**src/rtl/m2vidct_sched.sv**
```systemverilog
// m2vidct_sched
//   Block-level scheduler for the m2vidct IDCT core. It takes one side-info
//   token per 8x8 block, moves it through the s2/s3/s4 side-info pipeline,
//   pulses block_start towards the IDCT and then reads the s4 block out of
//   the IDCT output buffer, PIX_BEATS beats of two pixels each. A flush
//   request inserts empty (bubble) blocks until the pipeline has drained.
//
// Ports
//   clk, reset        clock; asynchronous active-high reset
//   softreset         synchronous reset with the same effect as reset
//   blk_valid/_ready  side-info token handshake; payload blk_enable, blk_coded
//   flush             one-cycle drain request
//   flush_done        one-cycle pulse once the pipeline is empty
//   ready_idct        IDCT can take a new block
//   block_start       one-cycle start pulse to the IDCT
//   s2_*/s3_*         side info of the blocks in the IDCT input/transform stages
//   pixel_coded       coded flag of the block being read out
//   pixel_addr        read-out address into the IDCT output buffer
//   pix_valid/_ready  read-out beat handshake; pix_last marks the final beat
//   dbg_state         current FSM state, for observation only
//
// Handshake semantics (both token and pixel channels): a transfer happens on
// every rising clock edge where valid and ready are both 1. The pixel side
// holds pix_valid and pixel_addr stable until the beat transfers; the token
// side samples blk_enable/blk_coded only on the transfer edge.
module m2vidct_sched #(
  parameter int PIX_BEATS = 32
) (
  input  logic       clk,
  input  logic       reset,
  input  logic       softreset,
  input  logic       blk_valid,
  input  logic       blk_enable,
  input  logic       blk_coded,
  output logic       blk_ready,
  input  logic       flush,
  output logic       flush_done,
  input  logic       ready_idct,
  output logic       block_start,
  output logic       s2_enable,
  output logic       s2_coded,
  output logic       s3_enable,
  output logic       s3_coded,
  output logic       pixel_coded,
  output logic [4:0] pixel_addr,
  output logic       pix_valid,
  input  logic       pix_ready,
  output logic       pix_last,
  output logic [2:0] dbg_state
);

  localparam logic [2:0] IDLE  = 3'd0;
  localparam logic [2:0] SHIFT = 3'd1;
  localparam logic [2:0] START = 3'd2;
  localparam logic [2:0] HOLD  = 3'd3;
  localparam logic [2:0] READ  = 3'd4;

  localparam logic [4:0] LAST_ADDR = 5'(PIX_BEATS - 1);

  logic [2:0] state_q, state_d;
  logic       blk_ready_q, blk_ready_d;
  logic       in_en_q, in_en_d;
  logic       in_cod_q, in_cod_d;
  logic       s2_en_q, s2_en_d, s2_cod_q, s2_cod_d;
  logic       s3_en_q, s3_en_d, s3_cod_q, s3_cod_d;
  logic       s4_en_q, s4_en_d, s4_cod_q, s4_cod_d;
  logic       flush_pend_q, flush_pend_d;
  logic [4:0] addr_q, addr_d;
  logic       pix_valid_q, pix_valid_d;

  logic in_idle;
  logic accept;
  logic bubble;
  logic beat;

  assign in_idle = (state_q == IDLE);
  assign accept  = in_idle && blk_valid && blk_ready_q;
  // A new token always wins over bubble insertion; bubbles are only needed
  // while s2 or s3 still hold a real block.
  assign bubble     = in_idle && !accept && flush_pend_q && (s2_en_q || s3_en_q);
  assign flush_done = in_idle && !accept && flush_pend_q && !(s2_en_q || s3_en_q);
  assign beat       = pix_valid_q && pix_ready;

  assign blk_ready   = blk_ready_q;
  assign block_start = (state_q == START);
  assign s2_enable   = s2_en_q;
  assign s2_coded    = s2_cod_q;
  assign s3_enable   = s3_en_q;
  assign s3_coded    = s3_cod_q;
  assign pixel_coded = s4_cod_q;
  assign pixel_addr  = addr_q;
  assign pix_valid   = pix_valid_q;
  assign pix_last    = pix_valid_q && (addr_q == LAST_ADDR);
  assign dbg_state   = state_q;

  always_comb begin
    state_d     = state_q;
    in_en_d     = in_en_q;
    in_cod_d    = in_cod_q;
    s2_en_d     = s2_en_q;
    s2_cod_d    = s2_cod_q;
    s3_en_d     = s3_en_q;
    s3_cod_d    = s3_cod_q;
    s4_en_d     = s4_en_q;
    s4_cod_d    = s4_cod_q;
    addr_d      = addr_q;
    pix_valid_d = pix_valid_q;

    case (state_q)
      IDLE: begin
        if (accept) begin
          in_en_d  = blk_enable;
          in_cod_d = blk_coded;
          state_d  = SHIFT;
        end else if (bubble) begin
          in_en_d  = 1'b0;
          in_cod_d = 1'b0;
          state_d  = SHIFT;
        end
      end
      SHIFT: begin
        if (ready_idct) begin
          s4_en_d  = s3_en_q;
          s4_cod_d = s3_cod_q;
          s3_en_d  = s2_en_q;
          s3_cod_d = s2_cod_q;
          s2_en_d  = in_en_q;
          s2_cod_d = in_cod_q;
          state_d  = START;
        end
      end
      START: begin
        state_d = HOLD;
      end
      HOLD: begin
        // Empty s4 (bubble or absent block) has nothing to read out.
        state_d = s4_en_q ? READ : IDLE;
      end
      READ: begin
        if (!pix_valid_q) begin
          // First READ cycle covers the IDCT buffer read latency.
          pix_valid_d = 1'b1;
        end else if (beat) begin
          if (addr_q == LAST_ADDR) begin
            pix_valid_d = 1'b0;
            addr_d      = 5'd0;
            // The block has left the pipeline; clearing s4 leaves a drained
            // pipeline all-zero after a flush.
            s4_en_d     = 1'b0;
            s4_cod_d    = 1'b0;
            state_d     = IDLE;
          end else begin
            addr_d = addr_q + 5'd1;
          end
        end
      end
      default: begin
        state_d = IDLE;
      end
    endcase
  end

  // A flush arriving while one is already pending is absorbed.
  assign flush_pend_d = flush_pend_q ? !flush_done : flush;
  // Registered so that blk_ready stays low through reset and rises one
  // cycle after release.
  assign blk_ready_d  = (state_d == IDLE);

  always_ff @(posedge clk or posedge reset) begin
    if (reset) begin
      state_q      <= IDLE;
      blk_ready_q  <= 1'b0;
      in_en_q      <= 1'b0;
      in_cod_q     <= 1'b0;
      s2_en_q      <= 1'b0;
      s2_cod_q     <= 1'b0;
      s3_en_q      <= 1'b0;
      s3_cod_q     <= 1'b0;
      s4_en_q      <= 1'b0;
      s4_cod_q     <= 1'b0;
      flush_pend_q <= 1'b0;
      addr_q       <= 5'd0;
      pix_valid_q  <= 1'b0;
    end else if (softreset) begin
      state_q      <= IDLE;
      blk_ready_q  <= 1'b0;
      in_en_q      <= 1'b0;
      in_cod_q     <= 1'b0;
      s2_en_q      <= 1'b0;
      s2_cod_q     <= 1'b0;
      s3_en_q      <= 1'b0;
      s3_cod_q     <= 1'b0;
      s4_en_q      <= 1'b0;
      s4_cod_q     <= 1'b0;
      flush_pend_q <= 1'b0;
      addr_q       <= 5'd0;
      pix_valid_q  <= 1'b0;
    end else begin
      state_q      <= state_d;
      blk_ready_q  <= blk_ready_d;
      in_en_q      <= in_en_d;
      in_cod_q     <= in_cod_d;
      s2_en_q      <= s2_en_d;
      s2_cod_q     <= s2_cod_d;
      s3_en_q      <= s3_en_d;
      s3_cod_q     <= s3_cod_d;
      s4_en_q      <= s4_en_d;
      s4_cod_q     <= s4_cod_d;
      flush_pend_q <= flush_pend_d;
      addr_q       <= addr_d;
      pix_valid_q  <= pix_valid_d;
    end
  end

endmodule

```
**config.mk**
```make
export PLATFORM = sky130hd
export DESIGN_NAME = m2vidct_sched
export DESIGN_NICKNAME = d
export VERILOG_FILES = /design/src/rtl/m2vidct_sched.sv
export SDC_FILE = /design/constraint.sdc
export NUM_CORES = 1
export LEC_CHECK = 0
export CELL_PAD_IN_SITES_DETAIL_PLACEMENT = 0
export CELL_PAD_IN_SITES_GLOBAL_PLACEMENT = 1
export CORE_MARGIN = 5
export CORE_UTILIZATION = 35
export DETAILED_ROUTE_END_ITERATION = 12
export HOLD_SLACK_MARGIN = 0.06
export PLACE_DENSITY_LB_ADDON = 0.1
export SYNTH_ARGS = -nofsm -noshare
export SYNTH_HDL_FRONTEND = slang
export SYNTH_SLANG_ARGS = --single-unit
```
**constraint.sdc**
```tcl
create_clock -name clk -period 2.1 [get_ports clk]
set_input_delay 0.21 -clock clk [delete_from_list [all_inputs] [get_ports clk]]
set_output_delay 0.21 -clock clk [all_outputs]
set_load 0.01 [all_outputs]
```
# Yosys cells after proc, flatten, opt, wreduce, memory -nomap -nowiden

Cells that the tools add are included.

Reduce and logical (&&, ||, !) cells: 26
Div/mod/pow operators: 0
Shifts and indexed selects: 0
Add/subtract/negate cells: 1
Eq/ne operators: 9
$lt $le $gt $ge: 0
Multiplexer cells: 50
Multiply operators: 0
Bitwise logic cells: 0

Operator list:

| cell                                           | count |
|---|---|
| 2-to-1 mux 1 bit                               | 34 |
| 2-to-1 mux 5 bit                               | 5 |
| 2-to-1 mux 3 bit                               | 8 |
| case mux 3 bit (5 select lines)                | 1 |
| != test 3 bit (second input constant)          | 4 |
| nonzero test 2 bit                             | 6 |
| logical AND 1 bit                              | 8 |
| == test 3 x 2 -> 1 bit (second input constant) | 2 |
| logical NOT 3 bit                              | 2 |
| nonzero test 3 bit                             | 2 |
| adder 5 x 1 -> 5 bit (second input constant)   | 1 |
| == test 5 bit (second input constant)          | 1 |
| AND reduction 5 bit                            | 1 |
| case mux 1 bit (2 select lines)                | 2 |
| AND reduction 2 bit                            | 2 |
| == test 3 x 1 -> 1 bit (second input constant) | 1 |
| == test 3 bit (second input constant)          | 1 |
| logical NOT 1 bit                              | 3 |
| AND reduction 3 bit                            | 1 |
| logical OR 1 bit                               | 1 |

Memory bits (read-only): 0
Register bits: 19
Bits in latches: 0
Output and inout port bits: 18
RAM bits: 0
Memories: 0

# Logic depth before layout (Yosys ltp)

Gate-level depths: netlist of the first run.

Depth in word-level cells: 12
Mapped depth: 6

# Worst setup path after synthesis of the first run

OpenSTA, ideal clock, no wires.

Path type: reg-to-reg
From: register addr_q[0] (netlist: pixel_addr[0])
To: register addr_q[0] (netlist: pixel_addr[0])
Setup time: 0.078 ns
Buffers on the path: 0
Path slack: 0.328 ns
Required time: 2.022 ns
Arrival time: 1.694 ns
Stages on the path, launching flop included: 6
Clock period less this slack: 1.772 ns
Cell sequence: dfrtp_1 ha_1 and3_1 ha_1 or4_1 a21oi_1

Longest elaborated chain between the ends: 6
Elaborated cells on any way between the ends: 7
Classes of those cells: add/sub (1); eq/ne (1); mux (5)

Ends and longest elaborated chain:

| element                                                      | line     | source |
|---|---|---|
| start: declaration                                           | 68       | `logic [4:0] addr_q, addr_d;` |
| start signal: assignment                                     | 210      | `addr_q <= addr_d;` |
| adder 5 x 1 -> 5 bit / == test 5 bit (equally long branches) | 153, 144 |  |
| 2-to-1 mux 5 bit *                                           | 144      | `if (addr_q == LAST_ADDR) begin` |
| 2-to-1 mux 5 bit *                                           | 143      | `end else if (beat) begin` |
| 2-to-1 mux 5 bit *                                           | 140      | `if (!pix_valid_q) begin` |
| 2-to-1 mux 5 bit *                                           | 109      | `case (state_q)` |
| 2-to-1 mux 5 bit *                                           | 184      | `end else if (softreset) begin` |

Every way passes the cells marked *; elsewhere a longest branch is shown, timed or not. The select of a mux whose other input is x is not followed.
A chain may end at the register's enable or synchronous reset.

# Worst setup path in the final report of the first run

From: register state_q[2] (netlist: dbg_state[2])
To: output flush_done

Longest elaborated chain between the ends: 7

Ends and longest elaborated chain:

| element                           | line | source |
|---|---|---|
| start: declaration                | 60   | `logic [2:0] state_q, state_d;` |
| start signal: assignment          | 199  | `state_q <= state_d;` |
| logical NOT 3 bit *               | 76   | `assign in_idle = (state_q == IDLE);` |
| logical AND 1 bit (2 in series)   | 77   | `assign accept = in_idle && blk_valid && blk_ready_q;` |
| logical NOT 1 bit                 | 81   | `assign flush_done = in_idle && !accept && flush_pend_q && !(s2_en_q \|\| s3_en_q);` |
| logical AND 1 bit * (3 in series) | 81   |  |
| end: declaration                  | 37   | `output logic flush_done,` |

Every way passes the cells marked *; elsewhere a longest branch is shown, timed or not.

==> results of run 1 <==
[synthesized netlist by cell type, types with 2 or more instances]
cell type / count
nor3_1: 3
nand4b_1: 2
nand2_1: 11
nand3_1: 3
o21ai_0: 5
o21a_1: 3
nand4_1: 2
a21oi_1: 13
nor2_1: 8
and4b_1: 3
or3b_1: 2
clkbuf_1: 2
nand2b_1: 3
dfrtp_1: 19
ha_1: 2
o31ai_1: 2
and2_1: 2
inv_1: 2
o211ai_1: 2
[power groups by stage]
stage / logic (mW) / registers (mW) / clock network, mW
3_5_place_dp: 0.108 / 0.398 / 0
5_1_grt: 0.119 / 0.394 / 0.210
2_1_floorplan: 0.0493 / 0.398 / 0
3_3_place_gp: 0.108 / 0.397 / 0
4_1_cts: 0.109 / 0.391 / 0.190
6_report: 0.107 / 0.391 / 0.182
[per-stage QoR]
step	utilization [%]	power [mW]	setup slack, ns
finish	50.0	0.680	0.138
global route	50.0	0.723	0.0153
CTS	49.2	0.690	0.0112
detailed placement	47.6	0.505	0.176
global placement	47.6	0.505	0.224
floorplan	-	0.447	0.328
[metal layers]
layer	global-route usage [%]	part of all wire, %	vias up
met5	0	0	-
met4	5.31	0.90	0
met3	2.52	5.3	2
met2	23.3	49	22
met1	16.7	45	438
li1	-	-	447
[final cells by class]
class                           instances  area [sq um]  share of cell area (%)
Sequential cell                        19           478                    35.2
Multi-Input combinational cell         78           478                    35.2
Timing Repair Buffer                   35           327                    24.1
Tap cell                               31          38.8                    2.86
Clock buffer                            3          22.5                    1.66
Inverter                                2          7.51                   0.554
Clock inverter                          1          5.00                   0.369
[worst max-delay path: cells and delay by family (launching register included)]
| family | cells | cell delay [ns] |
|---|---|---|
| DFF | 1 | 0.47 |
| buffers and inverters | 1 | 0.55 |
| and+or+nand+nor | 2 | 0.45 |
[cells by family (layout without fill, tap and decap cells)]
kind of cell	count (synthesis)	in the layout	synth area share, %
simple gates	47	47	28.3
compound gates	29	29	17.3
flops	19	19	48.7
buf+inv	7	41	3.20
fa+ha+maj	2	2	2.56
[flip-flops by register name, summed over array words and instances, names as in the netlist]
signal        flops
pixel_addr        5
s2_enable         1
pix_valid         1
pixel_coded       1
flush_pend_q      1
in_en_q           1
in_cod_q          1
s2_coded          1
s3_coded          1
s4_en_q           1
s3_enable         1
dbg_state         3
blk_ready         1
[path summary, 6_finish.rpt]
path	end	start	cells after the start
hold / removal	in_cod_q	reset	2
max in group asynchronous	dbg_state[1]	reset	2
hold reg to reg	s2_coded	in_cod_q	2
setup / recovery	flush_done	dbg_state[2]	3
setup reg to reg	pixel_addr[0]	pixel_addr[0]	5
min in group clk	flush_pend_q	flush	3
[repair_timing]
item / in CTS / in global routing
gates cloned: 0 / 0
endpoints found under the setup margin: 1 / 1
pin swaps: 0 / 0
setup buffers: 2 / 2
gates resized for setup: 2 / 3
==> impl_metrics.py, run 1 <==
metrics = {
    "synthesis": {
        "synth_top_area_share_pct": 48.7,
        "synth_nets": 115,
        "ys_seq_area_share_pct": 48.7,
        "yosysWarnings": 0,
        "synth_edf_count": 0,
        "netlist_top_cells_area": "dfrtp_1 (49%), a21oi_1 (6.7%), nand2_1 (4.2%), and4b_1 (3.1%), nor2_1 (3.1%)",
        "syn_inst": 104,
        "synth_cell_type_count": 34,
        "synth_flop_cell": "dfrtp_1",
        "ys_ff_latch": 19,
        "avgSynthCellArea_sq_um": 9.40,
        "yosysTopAreaCell": "dfrtp_1",
        "syn_area_sq_um": 977,
        "synth-async-reset-ratio_pct": 100,
    },
    "timing": {
        "max_slew_margin_pct": 50.4,
        "setup_viol": 0,
        "setup_tns_ns": 0,
        "layout_min_cycle_time_ns": 1.96,
        "drv_slew": 0,
        "hold_viol_final": 0,
        "final.period_utilization_pct": 93.4,
        "worst_pin_slew_ns": 0.743,
        "rsz0062_at_grt": "no",
        "finClkSkew_ns": 0.00148,
        "hold-worst-slack_ns": 0.336,
        "fmax_mhz": 510,
    },
    "worst_setup_path": {
        "cp_data_arrival_time_ns": 1.75,
        "cp_slowest_stage_delay_ns": 0.55,
        "startpoint_type": "flip-flop",
        "r2r_setup_slack_ns": 0.34,
        "cp_cell_sequence": "nor3_2 -> and4b_1 -> clkdlybuf4s50_1",
        "slowest_stage": "clkdlybuf4s50_1",
        "crit_type": "reg2out",
        "crit_fanout": 8,
        "crit_required_ns": 1.89,
        "cp-end-kind": "output pin",
    },
    "power_and_ir_drop": {
        "combinationalPowerShare_pct": 15.7,
        "swShare_pct": 25.6,
        "p_switching_mw": 0.174,
        "ir_worst_vdd_mv": 0.288,
        "p_leak_nw": 0.556,
        "p_seq_share_pct": 57.5,
        "clkPwrFrac_pct": 26.8,
        "p_per_area_nw_per_um2": 502,
        "intPower_mw": 0.506,
    },
    "route": {
        "ant_nets": 0,
        "first_iter_violations": 59,
        "remaining_drc_errors": 0,
        "vias": 909,
        "dr.pass1.iters": 5,
        "vias_per_cell": 5.38,
        "drt_wl_total_mm": 2.44,
        "wl_per_cell_microns": 14.4,
    },
    "clock_network": {
        "cts_tree": "done",
        "cts_sinks": 19,
        "cts_made_buffers": 3,
        "cts_buffer_depth": 2,
        "cts_root_buffer": "clkbuf_4",
        "clkLatencyLatePin_ns": 0.29,
        "hold_buffers": 0,
        "htreeDepth": 1,
        "clk_pin_slew_ns": 0.11,
    },
    "grt": {
        "grt_usage_pct": 13.6,
        "grt_max_degree": 20,
        "grt_pass1_vias": 955,
        "grt-ovfl-total": 0,
        "grt_first_pass_wirelength_mm": 4.46,
        "antenna_found_initial": 0,
    },
    "run_status": {
        "status": "complete, no violations",
    },
    "placement": {
        "dp_hpwl_mm": 1.78,
        "place.gp.congestion": 0.864,
        "io_buffers": 26,
        "placed_cells_incl_taps": 161,
        "dpl-instance-area_sq_um": 1290,
    },
    "finish": {
        "layout.nets": 150,
        "mostFrequentLayoutCells": "clkdlybuf4s50_1 (25), dfrtp_1 (17), a21oi_1 (13), nand2_1 (11), buf_4 (9)",
        "fin_area_sq_um": 1360,
        "syn2layout_area_growth_pct": 38.8,
        "fin_cells": 169,
        "n_fill_cell": 286,
        "antenna_cells": 0,
        "final_layout_size_suffix_gt1_share_pct": 13.0,
        "final_common_cell": "clkdlybuf4s50_1",
    },
    "floorplanning": {
        "start_util_pct": 36.1,
        "die_x_microns": 62.8,
        "die_h_microns": 62.8,
        "io_pins": 27,
        "rows": 19,
        "core_sq_um": 2710,
        "dieArea_sq_um": 3950,
    },
    "min_path": {
        "hold_path_class": "in2async",
    },
    "flow_run": {
        "maxCapViolCount": 0,
    },
}
No activity file was read; power rests on OpenSTA's default activity.
==> run 2, diff against run 1 <==
--- a/config.mk
+++ b/config.mk
@@ -5,11 +5,12 @@
 export SDC_FILE = /design/constraint.sdc
 export NUM_CORES = 1
 export LEC_CHECK = 0
-export CELL_PAD_IN_SITES_DETAIL_PLACEMENT = 0
-export CELL_PAD_IN_SITES_GLOBAL_PLACEMENT = 1
+export CELL_PAD_IN_SITES_DETAIL_PLACEMENT = 2
+export CELL_PAD_IN_SITES_GLOBAL_PLACEMENT = 2
 export CORE_MARGIN = 5
-export CORE_UTILIZATION = 35
+export CORE_UTILIZATION = 36
 export DETAILED_ROUTE_END_ITERATION = 12
+export DONT_BUFFER_PORTS = 1
 export HOLD_SLACK_MARGIN = 0.06
 export PLACE_DENSITY_LB_ADDON = 0.1
 export SYNTH_ARGS = -nofsm -noshare
==> impl_metrics.py, run 2 (synthesized netlist as in run 1, its figures left out) <==
metrics = {
    "floorplanning": {
        "core_sq_um": 2540,
        "dieArea_sq_um": 3860,
        "rows": 18,
        "io_pins": 27,
        "start_util_pct": 38.4,
        "die_x_microns": 62.1,
        "die_h_microns": 62.1,
    },
    "clock_network": {
        "post-cts-setup-buffers": 0,
        "clkLatencyLatePin_ns": 0.29,
        "cts_tree": "done",
        "cts_made_buffers": 3,
        "htreeDepth": 1,
        "cts_buffer_depth": 2,
        "cts_sinks": 19,
        "clk_pin_slew_ns": 0.12,
        "cts_root_buffer": "clkbuf_4",
    },
    "placement": {
        "place.gp.congestion": 0.759,
        "dp_hpwl_mm": 2.21,
        "io_buffers": 0,
        "dpl-instance-area_sq_um": 1040,
    },
    "route": {
        "ant_nets": 0,
        "first_iter_violations": 43,
        "drt_wl_total_mm": 2.93,
        "dr.pass1.iters": 4,
        "wl_per_cell_microns": 20.8,
        "vias": 857,
        "remaining_drc_errors": 0,
        "vias_per_cell": 6.08,
    },
    "finish": {
        "layout.nets": 123,
        "mostFrequentLayoutCells": "dfrtp_1 (19), a21oi_1 (13), nand2_1 (11), nor2_1 (8), buf_4 (6)",
        "final_layout_size_suffix_gt1_share_pct": 9.01,
        "syn2layout_area_growth_pct": 10.8,
        "fin_area_sq_um": 1080,
        "n_fill_cell": 303,
        "largest_reg_flops": 5,
        "final_common_cell": "dfrtp_1",
        "antenna_cells": 0,
        "utilization_pct": 42.5,
    },
    "timing": {
        "drv_slew": 0,
        "max_slew_margin_pct": 48.7,
        "hold_viol_final": 0,
        "hold-worst-slack_ns": 0.0612,
        "setup_viol": 0,
        "layout_min_cycle_time_ns": 1.92,
        "worst_pin_slew_ns": 0.769,
        "final.period_utilization_pct": 91.3,
        "finClkSkew_ns": 0.00951,
        "fmax_mhz": 522,
        "rsz0062_at_grt": "no",
        "setup_tns_ns": 0,
    },
    "power_and_ir_drop": {
        "power.total_mw": 0.658,
        "p_switching_mw": 0.176,
        "p_seq_share_pct": 59.6,
        "combinationalPowerShare_pct": 12.1,
        "clkPwrFrac_pct": 28.4,
        "ir_worst_vdd_mv": 0.417,
        "p_leak_nw": 0.454,
        "p_per_area_nw_per_um2": 608,
        "intPower_mw": 0.482,
        "swShare_pct": 26.8,
    },
    "worst_setup_path": {
        "cp-end-kind": "flip-flop",
        "startpoint_type": "flip-flop",
        "cp_data_arrival_time_ns": 2.14,
        "crit_required_ns": 2.32,
        "crit_type": "reg2reg",
        "crit_fanout": 6,
    },
    "run_status": {
        "status": "complete, no violations",
    },
    "grt": {
        "grt-ovfl-total": 0,
        "grt_pass1_vias": 1002,
        "grt_max_degree": 20,
        "grt_usage_pct": 15.6,
        "antenna_found_initial": 0,
        "grt_first_pass_wirelength_mm": 4.98,
    },
    "flow_run": {
        "maxCapViolCount": 0,
    },
    "min_path": {
        "hold_path_class": "in2reg",
    },
}
## run 2: cell count changes in the layout (fill, tap and decap cells not counted), sizes merged
cell,before,now
buf,9,6
dlygate4sd3,0,2
dlygate4sd2,1,0
clkinv,1,0
clkdlybuf4s50,25,0
clkbuf,3,4
## run 2: worst paths after layout
check | from | cells after the start | slack [ns] | end
max reg2reg | pixel_addr[1] | 5 | 0.18 | pixel_addr[0]
max | pixel_addr[1] | 5 | 0.18 | pixel_addr[0]
min | flush | 2 | 0.06 | flush_pend_q
max in group asynchronous | reset | 2 | 1.13 | pixel_coded
min reg2reg | in_en_q | 2 | 0.55 | s2_enable
min in group asynchronous | reset | 2 | 0.48 | flush_pend_q
## run 2: layout make-up
type | count | area (sq um) | area share (%)
multi-input cells | 78 | 470 | 43.5
clock buffers | 4 | 26.3 | 2.43
inverters | 2 | 7.51 | 0.694
flip-flops and latches | 19 | 475 | 43.9
well taps | 30 | 37.5 | 3.47
repair buffers | 8 | 65.1 | 6.01
## run 2: repair_timing
| action | CTS | global route |
|---|---|---|
| hold endpoints to repair | 35 | 0 |
| hold buffers | 2 | 0 |
| resized for setup | 0 | 0 |
## run 2: worst max-delay path: stages (launching register included)
cell,delay (ns)
dfrtp_1,0.47
ha_1,0.24
and3_1,0.19
ha_1,0.25
or4_1,0.53
a21oi_1,0.17
## run 2: power groups by stage
stage / combinational (mW) / sequential, mW / clock (mW)
final: 0.0793 / 0.392 / 0.187
after detailed placement: 0.0729 / 0.399 / 0
after global routing: 0.0887 / 0.394 / 0.209
after floorplan: 0.0493 / 0.398 / 0
after global placement: 0.0692 / 0.399 / 0
after CTS: 0.0810 / 0.392 / 0.190
## run 2: through the flow
stage                     std cells  worst slack, ns
after floorplan                 104            0.328
after global placement          135            0.298
after detailed placement        135            0.189
after CTS                       141            0.170
after global routing            141           0.0653
final                           141            0.183
## run 2: routing by layer
layer / up-vias / wire (microns) / part of all wire (%) / track usage, %
li1: 392 / - / - / -
met4: 0 / 51 / 1.7 / 4.34
met2: 25 / 1490 / 51 / 26.6
met3: 6 / 157 / 5.4 / 3.78
met1: 434 / 1230 / 42 / 19.5
met5: - / 0 / 0 / 0
